File: src/rtl/corefifo_rd_ptr_ctrl_pkg.sv
// Shared constants and helpers for the FIFO read-side pointer logic.
// The defaults describe the standard 8-deep configuration.
package corefifo_rd_ptr_ctrl_pkg;

    localparam int unsigned ADDRWIDTH_DEF = 3;
    localparam int unsigned PTRW          = ADDRWIDTH_DEF + 1;
    localparam int unsigned DEPTH         = 2 ** ADDRWIDTH_DEF;

    // Callers size-cast the result down to their pointer width.
    function automatic logic [31:0] bin2gray(input logic [31:0] b);
        return b ^ (b >> 1);
    endfunction

endpackage

File: src/rtl/corefifo_grayToBinConv.sv
// Combinational Gray-to-binary converter for ADDRWIDTH+1 bit FIFO pointers.
module corefifo_grayToBinConv #(
    parameter int unsigned ADDRWIDTH = 3
) (
    input  logic [ADDRWIDTH:0] gray,
    output logic [ADDRWIDTH:0] bin
);

    always_comb begin
        bin = '0;
        bin[ADDRWIDTH] = gray[ADDRWIDTH];
        for (int i = int'(ADDRWIDTH) - 1; i >= 0; i--) begin
            bin[i] = bin[i+1] ^ gray[i];
        end
    end

endmodule

File: src/rtl/corefifo_rd_ptr_ctrl.sv
// Read-domain pointer/flag controller for the async FIFO: synchronises the Gray
// write pointer, keeps the read pointers and produces empty/aempty/rdcnt/underflow.
module corefifo_rd_ptr_ctrl
    import corefifo_rd_ptr_ctrl_pkg::*;
#(
    parameter int unsigned ADDRWIDTH   = ADDRWIDTH_DEF,
    parameter int unsigned SYNC_STAGES = 2,
    parameter int unsigned AE_THRESH   = 2
) (
    input  logic                 clk,
    input  logic                 reset,
    input  logic [ADDRWIDTH:0]   wptr_gray_async,
    input  logic                 re,
    output logic                 mem_rd_en,
    output logic [ADDRWIDTH-1:0] raddr,
    output logic [ADDRWIDTH:0]   rptr_gray,
    output logic                 empty,
    output logic                 aempty,
    output logic [ADDRWIDTH:0]   rdcnt,
    output logic                 underflow
);

    localparam int unsigned PTR_W = ADDRWIDTH + 1;

    logic             rd_ok;
    logic [PTR_W-1:0] rptr_bin_q, rptr_bin_d;
    logic [PTR_W-1:0] rptr_gray_q, rptr_gray_d;
    logic [PTR_W-1:0] rdcnt_q, cnt_d;
    logic             empty_q, aempty_q, underflow_q;
    logic [PTR_W-1:0] wptr_gray_sync, wptr_bin;

    // Plain flop chain, no logic between stages, so it is safe for CDC.
    for (genvar s = 0; s < SYNC_STAGES; s++) begin : g_sync
        logic [PTR_W-1:0] q;
        if (s == 0) begin : g_first
            always_ff @(posedge clk) begin
                if (reset) q <= '0;
                else       q <= wptr_gray_async;
            end
        end else begin : g_next
            always_ff @(posedge clk) begin
                if (reset) q <= '0;
                else       q <= g_sync[s-1].q;
            end
        end
    end

    assign wptr_gray_sync = g_sync[SYNC_STAGES-1].q;

    corefifo_grayToBinConv #(
        .ADDRWIDTH (ADDRWIDTH)
    ) u_g2b (
        .gray (wptr_gray_sync),
        .bin  (wptr_bin)
    );

    always_comb begin
        rd_ok       = re & ~empty_q;
        rptr_bin_d  = rptr_bin_q + {{(PTR_W-1){1'b0}}, rd_ok};
        rptr_gray_d = PTR_W'(bin2gray(32'(rptr_bin_d)));
        // Flags follow next-state pointers so an accepted read is visible immediately.
        cnt_d       = wptr_bin - rptr_bin_d;
    end

    always_ff @(posedge clk) begin
        if (reset) begin
            rptr_bin_q  <= '0;
            rptr_gray_q <= '0;
            rdcnt_q     <= '0;
            empty_q     <= 1'b1;
            aempty_q    <= 1'b1;
            underflow_q <= 1'b0;
        end else begin
            rptr_bin_q  <= rptr_bin_d;
            rptr_gray_q <= rptr_gray_d;
            rdcnt_q     <= cnt_d;
            empty_q     <= (cnt_d == '0);
            aempty_q    <= (cnt_d <= PTR_W'(AE_THRESH));
            underflow_q <= re & empty_q;
        end
    end

    assign mem_rd_en = rd_ok;
    assign raddr     = rptr_bin_q[ADDRWIDTH-1:0];
    assign rptr_gray = rptr_gray_q;
    assign empty     = empty_q;
    assign aempty    = aempty_q;
    assign rdcnt     = rdcnt_q;
    assign underflow = underflow_q;

endmodule

File: config.mk
export PLATFORM = sky130hd
export DESIGN_NAME = corefifo_rd_ptr_ctrl
export DESIGN_NICKNAME = d
export VERILOG_FILES = /design/src/rtl/corefifo_rd_ptr_ctrl_pkg.sv /design/src/rtl/corefifo_grayToBinConv.sv /design/src/rtl/corefifo_rd_ptr_ctrl.sv
export SDC_FILE = /design/constraint.sdc
export NUM_CORES = 1
export LEC_CHECK = 0
export CAP_MARGIN = 20
export CELL_PAD_IN_SITES_DETAIL_PLACEMENT = 0
export CELL_PAD_IN_SITES_GLOBAL_PLACEMENT = 1
export CORE_MARGIN = 2
export CORE_UTILIZATION = 32
export DETAILED_ROUTE_END_ITERATION = 10
export GPL_TIMING_DRIVEN = 0
export PLACE_DENSITY_LB_ADDON = 0.1
export SLEW_MARGIN = 40
export SYNTH_ARGS = -nofsm -noshare
export SYNTH_HDL_FRONTEND = slang
export SYNTH_SLANG_ARGS = --single-unit
File: constraint.sdc
create_clock -name clk -period 1.9 [get_ports clk]
set_input_delay 0.19 -clock clk [delete_from_list [all_inputs] [get_ports clk]]
set_output_delay 0.19 -clock clk [all_outputs]
set_load 0.05 [all_outputs]
==> run_results.csv <==
group,metric,value,unit
outcome,outcome,"finished, violations left",
outcome,failed_checks,"negative setup slack",
detailed_routing,detailedRoute.firstIterationViolations,9,
floorplan,ios,22,
sta,skew,0.00139,ns
finish,post_route_non_filler_standard_cell_count,141,
clocking,cts_made_buffers,3,
setup_path,cp_slowest_cell,"dfxtp_4",
logic_synthesis,synthesized_area_divided_by_synthesized_cell_count,10.3,um^2
floorplan,core_area,2500,um^2
placed_design,hpwlAfterDp,1040,um
sta,fmax,522,MHz
finish,multi_input_logic_area,497,um^2
logic_synthesis,synthesis.nets,95,
setup_path,timing.setup.critical_path_class,"reg -> reg",
power_and_ir_drop,ir_worst_vdd,0.870,mV
power_and_ir_drop,relative_contribution_of_the_clock_network_to_total_power,14.8,%
sta,timing.final.setup_violations,2,
sta,slew_headroom,66.6,%
power_and_ir_drop,powerDensity,1340,nW/um^2
sta,period_share,101,%
power_and_ir_drop,static-leakage-power,0.504,nW
clocking,h-tree-depth,1,
setup_path,timing.critical_path.max_delay_family,"adder cells",
setup_path,critical_path.endpoint_type,"flip-flop",
global_route,grt_antenna_before_repair,0,
clocking,worst_setup_hold_path_clk_slew,0.11,ns
setup_path,cp_data_arrival_time,2.12,ns
logic_synthesis,post_synth_inst_count,83,
power_and_ir_drop,intPower,1.02,mW
floorplan,dieWidth,55.7,um
logic_synthesis,synth_cell_types,20,
sta,final.setup.tns,-0.0292,ns
detailed_routing,drtPass1Iterations,3,
setup_path,worst_ep_required_time,2.10,ns
power_and_ir_drop,power_frac_seq,35.0,%
global_route,largest_net_degree_at_the_start_of_global_routing,13,
global_route,grt_util_all_layers,9.28,%
detailed_routing,drt_via_density,4.28,
logic_synthesis,synthesis.yosys.warnings,0,
sta,measured_slew_at_the_worst_slew_check_pin,0.500,ns
clocking,clk_latency,0.30,ns
clocking,cts_tree,"yes",
sta,timing.final.crit_period,1.92,ns
placed_design,place_congestion,0.671,
setup_path,critPathLaunchType,"flip-flop",
finish,n_fill_cell,239,
detailed_routing,detail-route-antenna-nets,0,
clocking,cts_buffer_depth,2,
logic_synthesis,synth_seq_area_share,51.5,%
logic_synthesis,syn_area,856,um^2
detailed_routing,wl_per_cell,9.98,um
finish,drive_gt1_share,26.1,%
floorplan,starting_density,34.2,%
placed_design,preCtsSetupSlack,-0.496,ns
setup_path,critical_path_buf_inv_count,0,
finish,final-seq-area,449,um^2
placed_design,place_inst,134,
finish,n_antenna_cell,0,
floorplan,die_y,55.7,um
clocking,clock_tree.root_cell,"clkbuf_4",
global_route,first_pass_grt_wire_length,2240,um
setup_path,worstPathCellList,"xor2_4 > xnor2_2 > xor2_1 > ha_2 > fa_2 > a221oi_2 > nor2_1",
detailed_routing,vias,603,
sta,timing_max_transition_violations_final,0,
floorplan,number_of_standard_cell_rows_in_the_floorplan,18,
finish,nNetsFinal,124,
detailed_routing,routed_wirelength,1410,um
worst_hold_path,timing.hold.worst.class,"in -> reg",
logic_synthesis,synthArstFlopShare,0,%
sta,final-hold-violation-count,0,
flow_run,drv_cap,0,
sta,rsz0062_at_grt,"true",
power_and_ir_drop,power.share.switching,40.6,%
logic_synthesis,yosys_register_bits,22,
sta,postLayoutSetupSlackWorst,-0.0174,ns
global_route,grt_pass1_vias,533,
setup_path,crit_fanout,3,
detailed_routing,detail_route.drc_violations,0,
setup_path,critPathMaxStageDelay,0.38,ns
clocking,tritoncts_num_sinks,22,
finish,area_growth_syn_to_layout,49.1,%
power_and_ir_drop,netSwitchingPower,0.693,mW
power_and_ir_drop,comb_power_share,50.2,%
floorplan,die_area,3100,um^2
logic_synthesis,synth-edff-count,0,
global_route,global_route_total_overflow,0,
placed_design,place.port_buffers,21,
logic_synthesis,postSynth.topFlopCell,"dfxtp_1",
[Yosys cell counts (2+ instances only)]
cell	instances	area share (%)
dfxtp_1	22	51
nor2_1	12	5.3
nor2b_1	10	7.3
xnor2_1	7	7.2
xor2_1	5	5.1
ha_1	4	5.8
nor3_1	4	2.3
inv_1	3	1.3
nand2_1	3	1.3
a21oi_1	2	1.2
clkbuf_1	2	0.88
[flip-flops by register name, summed over array words and instances (netlist names)]
signal      cells
rdcnt           4
empty           1
underflow       1
rptr_bin_q      4
aempty          1
rptr_gray       3
g_sync.q        8
[routing by layer]
metal  global-route usage (%)  share of wire (%)
met2                     15.0                 48
met1                     10.9                 44
met4                     2.09               0.85
met3                     4.88                7.0
met5                        0                  0
[final timing paths]
check / start / end / slack, ns / cells after the start
min: wptr_gray_async[3] / g_sync[0].q[3]$_SDFF_PP0_ / 0.43 / 2
max reg2reg: g_sync[1].q[2]$_SDFF_PP0_ / aempty$_SDFF_PP1_ / -0.02 / 7
max: g_sync[1].q[2]$_SDFF_PP0_ / aempty$_SDFF_PP1_ / -0.02 / 7
min reg2reg: g_sync[0].q[2]$_SDFF_PP0_ / g_sync[1].q[2]$_SDFF_PP0_ / 0.44 / 1
[cell usage in the layout (no fill, tap or decap), types with 4 or more instances in the layout]
cell type	n
dfxtp_1	19
nor2_1	11
clkdlybuf4s50_1	20
xnor2_1	5
nor2b_1	9
xor2_1	4
[power by group through the flow]
stage / registers [mW] / logic, mW / clock network, mW
floorplan: 0.890 / 0.319 / 0
global placement: 0.606 / 0.825 / 0
detailed placement: 0.610 / 0.827 / 0
CTS: 0.600 / 0.857 / 0.267
global route: 0.608 / 0.908 / 0.289
finish: 0.598 / 0.858 / 0.253
[cell families after synthesis]
kind of cell / synth area share, %
AND/OR/NAND/NOR: 19.3
adder cells (fa/ha/maj): 8.19
flip-flops: 51.5
XOR/XNOR: 14.2
buffers and inverters: 2.19
multiplexers: 1.17
AO/OA/AOI/OAI: 3.51
[cell type report]
type                            count  share of cell area, %
Buffer                              2                  0.588
Clock buffer                        4                   2.84
Inverter                            3                   1.08
Multi-Input combinational cell     56                   38.9
Sequential cell                    22                   35.2
Tap cell                           30                   2.94
Timing Repair Buffer               24                   18.4
[through the flow]
| stage | utilization, % | cell area [um^2] | hold WS, ns | power, mW |
|---|---|---|---|---|
| 2_1_floorplan | - | 921 | 0.269 | 1.21 |
| 3_3_place_gp | 46.7 | 1170 | 0.420 | 1.43 |
| 3_5_place_dp | 46.7 | 1170 | 0.422 | 1.44 |
| 4_1_cts | 50.1 | 1250 | 0.411 | 1.72 |
| 5_1_grt | 51.1 | 1280 | 0.413 | 1.80 |
| 6_report | 51.1 | 1280 | 0.425 | 1.71 |
[timing repair]
item | 4_1_cts | 5_1_grt
gates resized for setup | 6 | 5
hold buffers | 0 | 0
setup endpoints to repair | 5 | 4
pin swaps | 7 | 6
buffers inserted | 3 | 0
Power figures use the tool's default switching activity.
